## config.mk

```make
export PLATFORM = sky130hd
export DESIGN_NAME = i2c_master_byte_ctrl
export DESIGN_NICKNAME = d
export VERILOG_FILES = /design/src/rtl/i2c_master_byte_ctrl_pkg.sv /design/src/rtl/i2c_master_byte_ctrl.sv
export SDC_FILE = /design/constraint.sdc
export NUM_CORES = 1
export LEC_CHECK = 0
export BUFFER_PORTS_ARGS = -buffer_cell sky130_fd_sc_hd__buf_2
export CORE_MARGIN = 2
export CORE_UTILIZATION = 56
export CTS_CLUSTER_SIZE = 28
export DETAILED_ROUTE_END_ITERATION = 8
export PLACE_DENSITY = 0.95
export SLEW_MARGIN = 20
export SYNTH_ARGS = -nofsm -noshare
export SYNTH_HDL_FRONTEND = slang
export SYNTH_SLANG_ARGS = --single-unit
```

## constraint.sdc

```tcl
create_clock -name clk_i -period 2.6 [get_ports clk_i]
set_clock_uncertainty 0.1 [all_clocks]
set_input_delay 0.52 -clock clk_i [delete_from_list [all_inputs] [get_ports clk_i]]
set_output_delay 0.52 -clock clk_i [all_outputs]
set_load 0.1 [all_outputs]
```

## src/rtl/i2c_master_byte_ctrl_pkg.sv

```systemverilog
// Shared definitions for the I2C byte-level master sequencer.
// Contains the 4-bit bit-controller command encodings and the byte FSM state type.
package i2c_master_byte_ctrl_pkg;

    localparam logic [3:0] I2C_CMD_NOP   = 4'b0000;
    localparam logic [3:0] I2C_CMD_START = 4'b0001;
    localparam logic [3:0] I2C_CMD_STOP  = 4'b0010;
    localparam logic [3:0] I2C_CMD_WRITE = 4'b0100;
    localparam logic [3:0] I2C_CMD_READ  = 4'b1000;

    typedef enum logic [2:0] {
        ST_IDLE,
        ST_START,
        ST_READ,
        ST_WRITE,
        ST_ACK,
        ST_STOP
    } state_t;

endpackage

```

## src/rtl/i2c_master_byte_ctrl.sv

```systemverilog
// I2C byte-level master sequencer: turns byte requests into bit-controller commands.
// Optional bit-ack watchdog enabled by defining I2C_BYTE_TIMEOUT_EN.
module i2c_master_byte_ctrl
    import i2c_master_byte_ctrl_pkg::*;
#(
    parameter int TIMEOUT_W = 16
) (
    input  logic       clk_i,
    input  logic       rst_n_i,
    input  logic       ena_i,
    input  logic       start_i,
    input  logic       stop_i,
    input  logic       read_i,
    input  logic       write_i,
    input  logic       ack_in_i,
    input  logic [7:0] din_i,
    output logic       cmd_ack_o,
    output logic       ack_out_o,
    output logic [7:0] dout_o,
    output logic       i2c_busy_o,
    output logic       i2c_al_o,
    output logic       timeout_o,
    output logic [3:0] bit_cmd_o,
    input  logic       bit_ack_i,
    input  logic       bit_al_i,
    input  logic       bit_busy_i,
    output logic       bit_txd_o,
    input  logic       bit_rxd_i
);

    state_t     state, state_next;
    logic [3:0] cmd, cmd_next;
    logic [7:0] sr, sr_next;
    logic [2:0] cnt, cnt_next;
    logic       cmd_ack, cmd_ack_next;
    logic       ack_out, ack_out_next;
    logic       txd, txd_next;
    logic       tout, tout_next;
    logic       go, cnt_done, abort, timeout_hit;

`ifdef I2C_BYTE_TIMEOUT_EN
    logic [TIMEOUT_W-1:0] tcnt;

    // Watchdog restarts on every completed bit command and whenever the FSM rests in IDLE.
    always_ff @(posedge clk_i or negedge rst_n_i) begin
        if (!rst_n_i)
            tcnt <= '0;
        else if (bit_ack_i || state == ST_IDLE)
            tcnt <= '0;
        else
            tcnt <= tcnt + 1'b1;
    end

    assign timeout_hit = (state != ST_IDLE) && (&tcnt) && !bit_ack_i;
`else
    assign timeout_hit = 1'b0;
`endif

    // A request held across cmd_ack must not restart a transfer in the ack cycle.
    assign go       = (read_i | write_i | stop_i) & ~cmd_ack;
    assign cnt_done = (cnt == 3'd0);
    assign abort    = bit_al_i | ~ena_i | timeout_hit;

    // NOTE: every variable gets a default before the case so no path can infer a latch.
    always_comb begin
        state_next   = state;
        cmd_next     = cmd;
        sr_next      = sr;
        cnt_next     = cnt;
        cmd_ack_next = 1'b0;
        ack_out_next = ack_out;
        txd_next     = txd;
        tout_next    = timeout_hit;

        if (abort) begin
            state_next = ST_IDLE;
            cmd_next   = I2C_CMD_NOP;
            sr_next    = 8'h00;
            cnt_next   = 3'd0;
        end else begin
            case (state)
                ST_IDLE: if (go) begin
                    sr_next  = din_i;
                    cnt_next = 3'd7;
                    txd_next = 1'b1;
                    if (start_i) begin
                        state_next = ST_START;
                        cmd_next   = I2C_CMD_START;
                    end else if (read_i) begin
                        state_next = ST_READ;
                        cmd_next   = I2C_CMD_READ;
                    end else if (write_i) begin
                        state_next = ST_WRITE;
                        cmd_next   = I2C_CMD_WRITE;
                        txd_next   = din_i[7];
                    end else begin
                        state_next = ST_STOP;
                        cmd_next   = I2C_CMD_STOP;
                    end
                end
                ST_START: if (bit_ack_i) begin
                    sr_next  = din_i;
                    cnt_next = 3'd7;
                    if (read_i) begin
                        state_next = ST_READ;
                        cmd_next   = I2C_CMD_READ;
                        txd_next   = 1'b1;
                    end else begin
                        state_next = ST_WRITE;
                        cmd_next   = I2C_CMD_WRITE;
                        txd_next   = din_i[7];
                    end
                end
                ST_WRITE: if (bit_ack_i) begin
                    if (cnt_done) begin
                        state_next = ST_ACK;
                        cmd_next   = I2C_CMD_READ;
                        txd_next   = 1'b1;
                    end else begin
                        sr_next  = {sr[6:0], bit_rxd_i};
                        cnt_next = cnt - 3'd1;
                        cmd_next = I2C_CMD_WRITE;
                        txd_next = sr[6];
                    end
                end
                ST_READ: if (bit_ack_i) begin
                    sr_next = {sr[6:0], bit_rxd_i};
                    if (cnt_done) begin
                        state_next = ST_ACK;
                        cmd_next   = I2C_CMD_WRITE;
                        txd_next   = ack_in_i;
                    end else begin
                        cnt_next = cnt - 3'd1;
                        cmd_next = I2C_CMD_READ;
                        txd_next = 1'b1;
                    end
                end
                ST_ACK: if (bit_ack_i) begin
                    ack_out_next = bit_rxd_i;
                    txd_next     = 1'b1;
                    if (stop_i) begin
                        state_next = ST_STOP;
                        cmd_next   = I2C_CMD_STOP;
                    end else begin
                        state_next   = ST_IDLE;
                        cmd_next     = I2C_CMD_NOP;
                        cmd_ack_next = 1'b1;
                    end
                end
                ST_STOP: if (bit_ack_i) begin
                    state_next   = ST_IDLE;
                    cmd_next     = I2C_CMD_NOP;
                    cmd_ack_next = 1'b1;
                    txd_next     = 1'b1;
                end
                default: begin
                    state_next = ST_IDLE;
                    cmd_next   = I2C_CMD_NOP;
                end
            endcase
        end
    end

    // NOTE: sequential state uses non-blocking assignments so all registers update together.
    always_ff @(posedge clk_i or negedge rst_n_i) begin
        if (!rst_n_i) begin
            state   <= ST_IDLE;
            cmd     <= I2C_CMD_NOP;
            sr      <= 8'h00;
            cnt     <= 3'd0;
            cmd_ack <= 1'b0;
            ack_out <= 1'b0;
            txd     <= 1'b0;
            tout    <= 1'b0;
        end else begin
            state   <= state_next;
            cmd     <= cmd_next;
            sr      <= sr_next;
            cnt     <= cnt_next;
            cmd_ack <= cmd_ack_next;
            ack_out <= ack_out_next;
            txd     <= txd_next;
            tout    <= tout_next;
        end
    end

    assign cmd_ack_o  = cmd_ack;
    assign ack_out_o  = ack_out;
    assign dout_o     = sr;
    assign bit_cmd_o  = cmd;
    assign bit_txd_o  = txd;
    assign timeout_o  = tout;
    assign i2c_busy_o = bit_busy_i;
    assign i2c_al_o   = bit_al_i;

endmodule

```

# Word level (Yosys, flattened, before mapping)

Cells that the tools add are included.

Register bits: 21
Bits of input ports: 20
Output and inout bits: 18
Word-level logic and storage cells: 106

Add/subtract/negate cells: 1
Equality and inequality tests: 20
Multiplexer cells: 58
Bitwise operators: 7
Reductions and logical operators: 13

Operators with widths:

| operator                                              | number |
|---|---|
| two-way mux 3 bit                                     | 17 |
| two-way mux 4 bit                                     | 12 |
| two-way mux 8 bit                                     | 6 |
| one-hot mux 8 bit (4 select lines)                    | 1 |
| one-hot mux 4 bit (6 select lines)                    | 1 |
| inequality test 3 bit, second input constant          | 7 |
| AND reduction 6 bit                                   | 3 |
| two-way mux 1 bit                                     | 16 |
| one-hot mux 3 bit (5 select lines)                    | 1 |
| nonzero test 5 bit                                    | 2 |
| one-hot mux 3 bit (3 select lines)                    | 1 |
| inequality test 2 bit, second input constant          | 4 |
| AND reduction 7 bit                                   | 1 |
| == test 3 x 2 -> 1 bit, second input constant         | 2 |
| == test 3 bit, second input constant                  | 2 |
| logical NOT 3 bit                                     | 2 |
| inequality test 3 x 1 -> 1 bit, second input constant | 2 |
| one-hot mux 1 bit (5 select lines)                    | 1 |
| AND reduction 5 bit                                   | 1 |
| nonzero test 4 bit                                    | 1 |
| OR reduction 2 bit                                    | 2 |
| == test 3 x 1 -> 1 bit, second input constant         | 1 |
| inequality test 3 x 2 -> 1 bit, second input constant | 1 |
| inverter 1 bit                                        | 3 |
| 7 further kinds                                       | 9 |

# Depth between registers and ports, before layout

Word-level depth: 6
Depth in mapped cells: 7
Gate-level depth less buffers: 6

# Worst setup path after synthesis

No wires, ideal clock.

Path type: reg2reg
From: register cmd_ack, in the netlist cmd_ack_o
To: register state[2]
Library setup time: 94 ps
Arrival time: 2070 ps
Required time: 2406 ps
Slack: 336 ps
Cell stages (with the launch flop): 5
Path buffers: 0
Period minus slack after synthesis: 2264 ps
Path through: dfrtp_1 -> nor4_1 -> and2_4 -> or4b_4 -> a221oi_2

Word-level cells in the longest chain between the ends: 4

Ends and longest elaborated chain:

| item                            | RTL line                    | text |
|---|---|---|
| from (decl)                     | i2c_master_byte_ctrl.sv:35  | `logic cmd_ack, cmd_ack_next;` |
| from (signal assigned)          | i2c_master_byte_ctrl.sv:180 | `cmd_ack <= cmd_ack_next;` |
| inverter 1 bit                  | i2c_master_byte_ctrl.sv:60  | `assign go = (read_i \| write_i \| stop_i) & ~cmd_ack;` |
| bitwise AND 1 bit               | i2c_master_byte_ctrl.sv:60  |  |
| inequality test 3 bit (no line) | -                           |  |
| AND reduction 6 bit (no line)   | -                           |  |
| to (signal assigned)            | i2c_master_byte_ctrl.sv:176 | `state <= state_next;` |
| to (decl)                       | i2c_master_byte_ctrl.sv:31  | `state_t state, state_next;` |

No other way between the ends.
A chain may end at the register's enable or synchronous reset.

# Worst setup path after layout

From: register state[1]
To: register state[2]

Word-level cells in the longest chain between the ends: 4
Elaborated cells on any way between the ends: 16
Those cells by class: 11 x eq/ne; 2 x mux; 3 x reduce/logical

Ends and longest elaborated chain:

| item                                                                                           | RTL line                   | text |
|---|---|---|
| == test 3 x 2 -> 1 bit                                                                         | i2c_master_byte_ctrl.sv:81 | `case (state)` |
| OR reduction 2 bit (no line)                                                                   | -                          |  |
| inequality test 3 x 1 -> 1 bit (no line) or one-hot mux 3 bit (5 select lines) (tied branches) | -                          |  |
| AND reduction 6 bit (no line) or two-way mux 3 bit (tied branches)                             | -                          |  |

Parallel ways exist; a longest one is shown, timed or not.

==> impl_results.md <==
- Leak: between 0.7 and 0.8 nW
- Maximum clock rate: ~470 MHz
- Sequential share of the synthesized area: 0.371
- Final hold violations: 0
- Drt via density: roughly 6.5
- Largest net degree at the start of global routing: 23
- Post-synthesis mux area share: 0.0795
- Hold_ws: between 0.05 and 0.06 ns
- Req. time, crit path: 2.71 ns
- Max-slew violations: 0
- Share of cells above drive strength 1: 0.280
- Synth Area in Compound Gates: 0.214
- WL final: 3510 µm
- Critical path peak fanout: 22
- Arrival time at the worst endpoint: around 2.2 ns
- Pwr Density: approximately 620 nW/µm²
- Final Power: 0.991 mW
- Worst Max-Slew Pin Slew: about 0.63 ns
- Post CTS Setup Buffer Count: 0
- Die Wd: 54.3 µm
- Fraction of registers with async set/reset: 1.00
- First-pass GRT wire length: 5640 µm
- Simple-Gate Fraction of Synth Area: 0.239
- Status: completed
- Final setup fails: 0
- Synth Area in XOR/XNOR: 0.0124
- Final period util: 0.816
- Yosys reg bits: 21
- Commonest cells after routing, fill and taps aside: buf_2, dfrtp_1, nor3_1, a21oi_1, mux2_2
- Core area: about 2400 µm²
- Detailed placement HPWL: about 2600 µm
- Synth Warn #: 0
- DRC: 0
- Number of buffers inserted by port buffering: 34
- Commonest non-fill, non-tap cell in the layout: buf_2
- Clock root buffer master: clkbuf_4
- Crit start category: flop
- Mapped Area: around 1400 µm²
- DR vias: between 1k and 1.5k
- TNS Setup: 0 ns
- MaxCap Viol Count: 0
- Critical path endpoint category: flop
- Clock period minus worst slack: approximately 2.1 ns
- Post-synth EDFFs: 0
- Die area: 2950 µm²
- First drt pass iteration count: 4
- Vias in the first global route: 1208
- # IOs: 38
- CTS tree: yes
- Main flop type after synthesis: dfrtp_1
- H-tree depth: 1
- Relative slew slack: 0.580
- CTS sink count: 21
- Global Route Usage Sum: 0.263
- Row count: 18
- DR iter-0 viols: 64
- Initial antenna violation count: 0
- N_diodes: 0
- TritonCTS Buffers: 3
- Avg WL per Cell: 16.0 µm
- Synth Instances: ~160
- Worst Hold Class: input port to asynchronous set/reset pin
- Peak supply drop: 400 µV
- Distinct cells, synth: 44
- Avg Cell Area, Syn: roughly 8.7 µm²
- Syn Nets: 185
- Gpl congestion: between 1 and 1.5
- GR Overflow Total: 0
- Maximum clock path buffer count: 2
- Adder-Cell Fraction of Synth Area: 0.0177
- Nets: 212
- Clock Latency Late Sink: roughly 0.30 ns
- Clk slew on worst S/H paths: approximately 0.11 ns
- Area delta synth->final: 13.1%
- Largest family of logic cells by synthesized area: simple AND/OR/NAND/NOR gates
- Cts hold-fix bufs: 0
- Starting Density: 0.582
- # resized after CTS: 0
- RSZ-0062 raised after global routing: no
- Die Y: 54.3 µm
- Critical path class: flop to flop
- Post-DRT Antenna Nets: 0
## cell usage after synthesis, drive strengths merged, types with 3 or more instances
library cell | instances | area (µm²)
clkbuf | 9 | 33.8
buf | 5 | 30.0
nand2 | 8 | 30.0
a21oi | 15 | 75.1
nor3 | 19 | 95.1
mux2 | 10 | 113
inv | 7 | 26.3
nor4 | 3 | 18.8
o21ai | 8 | 40.0
nand3 | 4 | 20.0
nand2b | 5 | 31.3
dfrtp | 21 | 526
nor2 | 6 | 22.5
o21a | 3 | 22.5
## final cells by class
cell class              count  area [µm²]
fillers                   218         831
multi-input cells         121         801
flip-flops and latches     21         526
repair buffers             36         185
well taps                  30        37.5
clock buffers               4        26.3
inverters                   7        26.3
## cells by family after synthesis
family,Yosys count
other,1
multiplexers,10
adder cells (fa/ha/maj),2
buffers and inverters,21
XOR/XNOR,2
flip-flops,21
AND/OR/NAND/NOR,61
AO/OA/AOI/OAI,45
## state kept, by name, indices dropped and copies added, names as in the netlist
| signal | count |
|---|---|
| ack_out_o | 1 |
| bit_cmd_o | 4 |
| bit_txd_o | 1 |
| cmd_ack_o | 1 |
| cnt | 3 |
| dout_o | 8 |
| state | 3 |
## worst max-delay path, stage by stage (launching register included)
cell and delay [ns]:
dfrtp_1 0.76, nor4_1 0.16, and2_4 0.21, or4b_4 0.54, a221oi_2 0.26
## metal layers
layer	GRT usage	share of wire
met1	0.364	0.41
met2	0.432	0.46
met3	0.0328	0.096
met4	0.0750	0.032
met5	0	0
## metrics by stage
stage                     area [µm²]  cells  utilization  worst slack [ns]
final                           1600    219        0.658             0.478
after floorplan                 1420    163            -             0.336
after global routing            1600    219        0.658             0.330
after global placement          1580    215        0.648             0.440
after CTS                       1600    219        0.658             0.501
after detailed placement        1580    215        0.648             0.400
## where the power goes
part,switching (mW),leakage [nW],internal [mW]
sequential,0.0378,0.280,0.355
clock,0.0950,0.0150,0.0598
combinational,0.318,0.438,0.126
## worst paths after layout
path / startpoint / end / slack, ns / depth (start not counted)
max reg2reg: state[1]$_DFFE_PN0P_ / state[2]$_DFFE_PN0P_ / 0.48 / 4
max in group asynchronous: rst_n_i / cmd_ack_o$_DFF_PN0_ / 2.02 / 1
min: rst_n_i / bit_cmd_o[3]$_DFFE_PN0P_ / 0.06 / 1
max: state[1]$_DFFE_PN0P_ / state[2]$_DFFE_PN0P_ / 0.48 / 4
min reg2reg: cnt[1]$_DFFE_PN0P_ / cnt[1]$_DFFE_PN0P_ / 0.42 / 1
min in group clk_i: bit_rxd_i / ack_out_o$_DFFE_PN0P_ / 0.36 / 2
Note: power is estimated with default switching activity, not from simulation.
